$ cat src/rtl/dcache_mshr.sv
// rtl/dcache_mshr.sv - data-cache miss status holding registers; optional counters under DCACHE_MSHR_STATS_EN
`ifndef INDEX_BITS
`define INDEX_BITS 5
`endif
`ifndef TAG_BITS
`define TAG_BITS (64 - 3 - `INDEX_BITS)
`endif

package dcache_mshr_pkg;
    typedef enum logic [1:0] {
        BUS_NONE  = 2'h0,
        BUS_LOAD  = 2'h1,
        BUS_STORE = 2'h2
    } BUS_COMMAND;
endpackage

module dcache_mshr
    import dcache_mshr_pkg::*;
#(
    parameter int MSHR_DEPTH = 4,
    parameter int LD_ID_BITS = 5
) (
    input  logic                    clock,
    input  logic                    reset,
    input  logic                    miss_en,
    input  logic [63:0]             miss_addr,
    input  logic [LD_ID_BITS-1:0]   miss_ld_id,
    output logic                    miss_accept,
    output logic                    mshr_full,
    output BUS_COMMAND              proc2mem_command,
    output logic [63:0]             proc2mem_addr,
    input  logic [3:0]              mem2proc_response,
    input  logic [3:0]              mem2proc_tag,
    input  logic [63:0]             mem2proc_data,
    output logic                    wr1_missed_load_en,
    output logic [`INDEX_BITS-1:0]  wr1_missed_load_idx,
    output logic [`TAG_BITS-1:0]    wr1_missed_load_tag,
    output logic [63:0]             wr1_data_from_Mem,
    output logic                    fill_valid,
    output logic [LD_ID_BITS-1:0]   fill_ld_id
`ifdef DCACHE_MSHR_STATS_EN
    ,
    output logic [31:0]             stat_miss_count,
    output logic [31:0]             stat_full_stall_count
`endif
);

    localparam int IDX_W = (MSHR_DEPTH > 1) ? $clog2(MSHR_DEPTH) : 1;

    typedef enum logic [1:0] {
        ST_EMPTY      = 2'd0,
        ST_WAIT_ISSUE = 2'd1,
        ST_WAIT_DATA  = 2'd2
    } entry_state_t;

    entry_state_t          r_state   [MSHR_DEPTH];
    logic [60:0]           r_addr    [MSHR_DEPTH];
    logic [LD_ID_BITS-1:0] r_ld_id   [MSHR_DEPTH];
    logic [3:0]            r_mem_tag [MSHR_DEPTH];

    logic                    r_fill_valid;
    logic [`INDEX_BITS-1:0]  r_fill_idx;
    logic [`TAG_BITS-1:0]    r_fill_tag;
    logic [63:0]             r_fill_data;
    logic [LD_ID_BITS-1:0]   r_fill_ld_id;

    logic             w_free_found;
    logic [IDX_W-1:0] w_free_idx;
    logic             w_issue_found;
    logic [IDX_W-1:0] w_issue_idx;
    logic             w_fill_found;
    logic [IDX_W-1:0] w_fill_idx;
    logic             w_resp_accept;
    logic [60:0]      w_fill_addr;
    logic             w_unused_addr_lsbs;

    // the byte offset within a block never reaches the entry
    assign w_unused_addr_lsbs = ^miss_addr[2:0];

    // lowest-index search for a free entry, an issuable entry and the entry a returning tag completes
    always_comb begin
        w_free_found  = 1'b0;
        w_free_idx    = '0;
        w_issue_found = 1'b0;
        w_issue_idx   = '0;
        w_fill_found  = 1'b0;
        w_fill_idx    = '0;
        for (int i = MSHR_DEPTH - 1; i >= 0; i--) begin
            if (r_state[i] == ST_EMPTY) begin
                w_free_found = 1'b1;
                w_free_idx   = i[IDX_W-1:0];
            end
            if (r_state[i] == ST_WAIT_ISSUE) begin
                w_issue_found = 1'b1;
                w_issue_idx   = i[IDX_W-1:0];
            end
            if (r_state[i] == ST_WAIT_DATA && mem2proc_tag != 4'd0 &&
                r_mem_tag[i] == mem2proc_tag) begin
                w_fill_found = 1'b1;
                w_fill_idx   = i[IDX_W-1:0];
            end
        end
    end

    assign mshr_full     = ~w_free_found;
    assign miss_accept   = miss_en & w_free_found;
    assign w_resp_accept = w_issue_found & (mem2proc_response != 4'd0);
    assign w_fill_addr   = r_addr[w_fill_idx];

    // bus request comes only from registered entry state, so a fresh miss never reaches the bus in its own cycle
    always_comb begin
        proc2mem_command = BUS_NONE;
        proc2mem_addr    = 64'd0;
        if (w_issue_found) begin
            proc2mem_command = BUS_LOAD;
            proc2mem_addr    = {r_addr[w_issue_idx], 3'b000};
        end
    end

    // per-entry state machine; allocate, accept response and complete act on entries in distinct states
    always_ff @(posedge clock) begin
        if (reset) begin
            for (int i = 0; i < MSHR_DEPTH; i++) begin
                r_state[i]   <= ST_EMPTY;
                r_addr[i]    <= '0;
                r_ld_id[i]   <= '0;
                r_mem_tag[i] <= '0;
            end
        end else begin
            for (int i = 0; i < MSHR_DEPTH; i++) begin
                case (r_state[i])
                    ST_EMPTY: begin
                        if (miss_accept && w_free_idx == i[IDX_W-1:0]) begin
                            r_state[i] <= ST_WAIT_ISSUE;
                            r_addr[i]  <= miss_addr[63:3];
                            r_ld_id[i] <= miss_ld_id;
                        end
                    end
                    ST_WAIT_ISSUE: begin
                        if (w_resp_accept && w_issue_idx == i[IDX_W-1:0]) begin
                            r_state[i]   <= ST_WAIT_DATA;
                            r_mem_tag[i] <= mem2proc_response;
                        end
                    end
                    ST_WAIT_DATA: begin
                        if (w_fill_found && w_fill_idx == i[IDX_W-1:0]) begin
                            r_state[i] <= ST_EMPTY;
                        end
                    end
                    default: r_state[i] <= ST_EMPTY;
                endcase
            end
        end
    end

    // one-cycle fill pulse toward the cache array and load queue; all zero when idle
    always_ff @(posedge clock) begin
        if (reset || !w_fill_found) begin
            r_fill_valid <= 1'b0;
            r_fill_idx   <= '0;
            r_fill_tag   <= '0;
            r_fill_data  <= 64'd0;
            r_fill_ld_id <= '0;
        end else begin
            r_fill_valid <= 1'b1;
            r_fill_idx   <= w_fill_addr[`INDEX_BITS-1:0];
            r_fill_tag   <= w_fill_addr[60:`INDEX_BITS];
            r_fill_data  <= mem2proc_data;
            r_fill_ld_id <= r_ld_id[w_fill_idx];
        end
    end

    assign wr1_missed_load_en  = r_fill_valid;
    assign wr1_missed_load_idx = r_fill_idx;
    assign wr1_missed_load_tag = r_fill_tag;
    assign wr1_data_from_Mem   = r_fill_data;
    assign fill_valid          = r_fill_valid;
    assign fill_ld_id          = r_fill_ld_id;

`ifdef DCACHE_MSHR_STATS_EN
    logic [31:0] r_stat_miss_count;
    logic [31:0] r_stat_full_stall_count;

    // accepted-miss and full-stall counters, wrapping naturally at 2^32
    always_ff @(posedge clock) begin
        if (reset) begin
            r_stat_miss_count       <= 32'd0;
            r_stat_full_stall_count <= 32'd0;
        end else begin
            if (miss_accept) begin
                r_stat_miss_count <= r_stat_miss_count + 32'd1;
            end
            if (miss_en && mshr_full) begin
                r_stat_full_stall_count <= r_stat_full_stall_count + 32'd1;
            end
        end
    end

    assign stat_miss_count       = r_stat_miss_count;
    assign stat_full_stall_count = r_stat_full_stall_count;
`else
    // statistics counters are absent in this build
`endif

endmodule

$ cat config.mk
export PLATFORM = sky130hd
export DESIGN_NAME = dcache_mshr
export DESIGN_NICKNAME = d
export VERILOG_FILES = /design/src/rtl/dcache_mshr.sv
export SDC_FILE = /design/constraint.sdc
export NUM_CORES = 1
export LEC_CHECK = 0
export ABC_AREA = 0
export BUFFER_PORTS_ARGS = -buffer_cell sky130_fd_sc_hd__buf_2
export CAP_MARGIN = 10
export CORE_MARGIN = 8
export CORE_UTILIZATION = 25
export DETAILED_ROUTE_END_ITERATION = 10
export HOLD_SLACK_MARGIN = 0.02
export RECOVER_POWER = 100
export SLEW_MARGIN = 20
export SYNTH_ARGS = -nofsm -noshare
export SYNTH_HDL_FRONTEND = slang
export SYNTH_SLANG_ARGS = --single-unit
$ cat constraint.sdc
create_clock -name clock -period 3.92 [get_ports clock]
set_input_delay 0.392 -clock clock [delete_from_list [all_inputs] [get_ports clock]]
set_output_delay 0.392 -clock clock [all_outputs]
set_load 0.03 [all_outputs]
==> metrics.md <==
| Metric | Value |
|---|---|
| Die Ht | 284.6 µm |
| Crit path time final | 3.650 ns |
| Largest net degree at the start of global routing | 69 |
| Avg Cell Area, Syn | 11.87 µm² |
| GPL Wtd Cong | 0.7990 |
| Power Total | 0.01312 W |
| Synth top area share | 47.94% |
| Crit end category | output pin |
| Port Buffer Count | 336 |
| CP startpoint kind | flop |
| Area Overhead vs Synth | 25.42% |
| Worst r2r path cells | 6 |
| Fillers | 7175 |
| R2r setup slk | 0.36 ns |
| Ys flop type | edfxtp_1 |
| #FFs+latches synth | 419 |
| Vias post-DR | 14020 |
| DRT iter0 DRCs | 1540 |
| Leakage power | 8.742 nW |
| Max stage delay on crit path | 0.54 ns |
| Clk slew on worst S/H paths | 0.06 ns |
| Unrepaired setup endpoints after global routing | false |
| Crit path arrival time | 3.26 ns |
| Area leader, netlist | edfxtp_1 |
| Multi-input gate area | 6130 µm² |
| FFs w/ async S/R, synth | 0% |
| Slew @ Worst Pin | 2.264 ns |
| F_max | 274.0 MHz |
| Synth cell types | 48 |
| Skew final | 0.01460 ns |
| Final Cell Area | 22620 µm² |
| Final worst slack | 0.2702 ns |
| Initial core utilization | 25.23% |
| Layout cell share with drive strength beyond 1 | 16.26% |
| Worst path slowest cell | clkbuf_4 |
| Sequential share of the synthesized area | 62.48% |
| WL met2 | 31.67 mm |
| CTS tree | yes |
| Root Driver | clkbuf_16 |
| DR top layer | met5 |
| H-Tree Depth | 2 |
| I/O pins | 344 |
| DP Area | 20740 µm² |
| CTS Buf Count | 49 |
| Maxcap violations | 12 |
| Slew Limit Headroom | -50.95% |
| Clock sinks | 419 |
| Final Max Tran Viols | 476 |
| Failing checks | capacitance limit, slew limit |
| Drt pass-1 iters | 8 |
| Die ar. | 81010 µm² |
| Post-CTS setup buffers | 0 |
| Rows | 98 |
| Worst endpoint required time | 3.53 ns |
| Crit share post-route | 93.11% |
| Die Span X | 284.6 µm |
| Syn Inst Count | 1520 |
| Avg WL per Cell | 22.92 µm |
| Top-count cell post-synth | edfxtp_1 |
| Detailed Route WL | 65.44 mm |
| Vias in the first global route | 14440 |
| Worst Hold Depth | 2 |
| GR Overflow Total | 0 |
| Clk Latency, worst-skew pair | 0.59 ns |
| Antenna-violating nets left | 0 |
| Max VDD drop | 318.5 µV |
| Worst path cell trace | nand2b_2 -> nand2_1 -> nor3b_4 -> clkbuf_4 -> a222oi_1 -> a21oi_1 -> clkbuf_1 |
| # DRC | 0 |
| Syn. warnings | 0 |
| Status | finished with violations |
| Hold Crit Class | input pin to flop |
| M1 WL | 26.08 mm |
| Clk buf depth | 3 |
| Fin nets | 2006 |
| Final setup fails | 0 |
| Setup TNS | 0 ns |
| Pre-CTS setup slack | 0.5947 ns |
| Power Density | 580.1 nW/µm² |
| Top post-synthesis cells by count | edfxtp_1 (288), and2_1 (265), nand2_1 (148), dfxtp_1 (131), and3_1 (82) |
| Initial antenna violation count | 9 |
| Critical path type | flop to output pin |
| Post-synth EDFFs | 288 |
| Tot GR Track Use | 15.20% |
| First-pass GRT wire length | 94.14 mm |
| Total core area | 71490 µm² |
| FF/Latch Area | 11270 µm² |
| Final hold violation count | 0 |
| Max FO, Critical Path | 29 |
| DR WL met3 | 6.112 mm |
| Vias per cell | 4.909 |
| Post-DP HPWL | 37.91 mm |
| Largest cells by area after synthesis | edfxtp_1 (48%), dfxtp_1 (15%), and2_1 (9.2%) |
| Syn Std Cell Area | 18040 µm² |
per-stage QoR:
step / std cells / util (%) / hold WS [ns]
6_report: 2855 / 31.65 / 0.07563
2_1_floorplan: 1523 / - / 0.4472
3_3_place_gp: 2704 / 29.01 / 0.4604
5_1_grt: 2852 / 31.64 / 0.03959
3_5_place_dp: 2704 / 29.01 / 0.4645
4_1_cts: 2849 / 32.06 / 0.03294
kinds of logic (layout without fill, tap and decap cells):
| family | Yosys count | count (layout) | synth area share (%) |
|---|---|---|---|
| other | 1 | 9 | 0.02079 |
| flip-flops | 419 | 419 | 62.48 |
| XOR/XNOR | 15 | 15 | 0.7283 |
| buffers and inverters | 142 | 518 | 4.009 |
| AO/OA/AOI/OAI | 267 | 267 | 10.23 |
| multiplexers | 66 | 66 | 3.662 |
| AND/OR/NAND/NOR | 610 | 611 | 18.87 |
worst paths after layout:
path | from | end
worst max-delay path | r_state[1][0] | proc2mem_addr[5]
worst min-delay path | mem2proc_data[45] | wr1_data_from_Mem[45]
worst max register to register | r_mem_tag[3][1] | wr1_data_from_Mem[0]
worst min register to register | r_ld_id[1][1] | fill_ld_id[1]
critical path: cells and delay by family (launching register included):
| family | cells | cell delay (ns) |
|---|---|---|
| buf+inv | 2 | 0.90 |
| flops | 1 | 0.47 |
| simple gates | 3 | 0.86 |
| compound gates | 2 | 0.43 |
report_power, final:
group	leakage [nW]	switching [W]	internal, W
Clock	0.804	0.00184	0.00272
Sequential	4.08	0.000229	0.00526
Combinational	3.86	0.00232	0.000751
cell type report:
| type | instances | share of cell area [%] |
|---|---|---|
| Antenna cell | 5 | 0.05530 |
| Tap cell | 950 | 5.254 |
| Inverter | 4 | 0.07189 |
| Clock buffer | 73 | 6.493 |
| Sequential cell | 419 | 49.82 |
| Multi-Input combinational cell | 963 | 27.09 |
| Timing Repair Buffer | 425 | 10.53 |
| Clock inverter | 16 | 0.6858 |
registers in the layout, indices dropped and copies added, names as in the netlist:
register and cells:
r_addr 244, r_state 8, wr1_missed_load_tag 56, fill_ld_id 5
r_ld_id 20, wr1_data_from_Mem 64, r_mem_tag 16, wr1_missed_load_idx 5
fill_valid 1
timing repair:
| action | in CTS | in global routing |
|---|---|---|
| setup endpoints to repair | 0 | 1 |
| resized for setup | 0 | 1 |
| hold buffers | 56 | 0 |
| endpoints found under the hold margin | 56 | 0 |
cell usage in the layout, fill, tap and decap left out, drive strengths merged, types with 5 or more instances in the layout:
cell type / instances
mux2i: 66
nor3: 74
clkbuf: 273
diode: 5
a21oi: 62
xor2: 8
dlygate4sd3: 56
xnor2: 7
and2: 265
edfxtp: 288
a22oi: 67
o21ai: 69
clkinv: 8
inv: 9
buf: 169
nor4: 6
and3: 82
nor2: 12
a222oi: 61
dfxtp: 131
nand2: 148
layer usage:
layer | vias up | GRT usage [%]
li1 | 6255 | -
met1 | 6802 | 18.66
met2 | 838 | 26.18
met3 | 116 | 3.997
met4 | 4 | 4.066
met5 | - | 0
No activity file was read; power rests on OpenSTA's default activity.
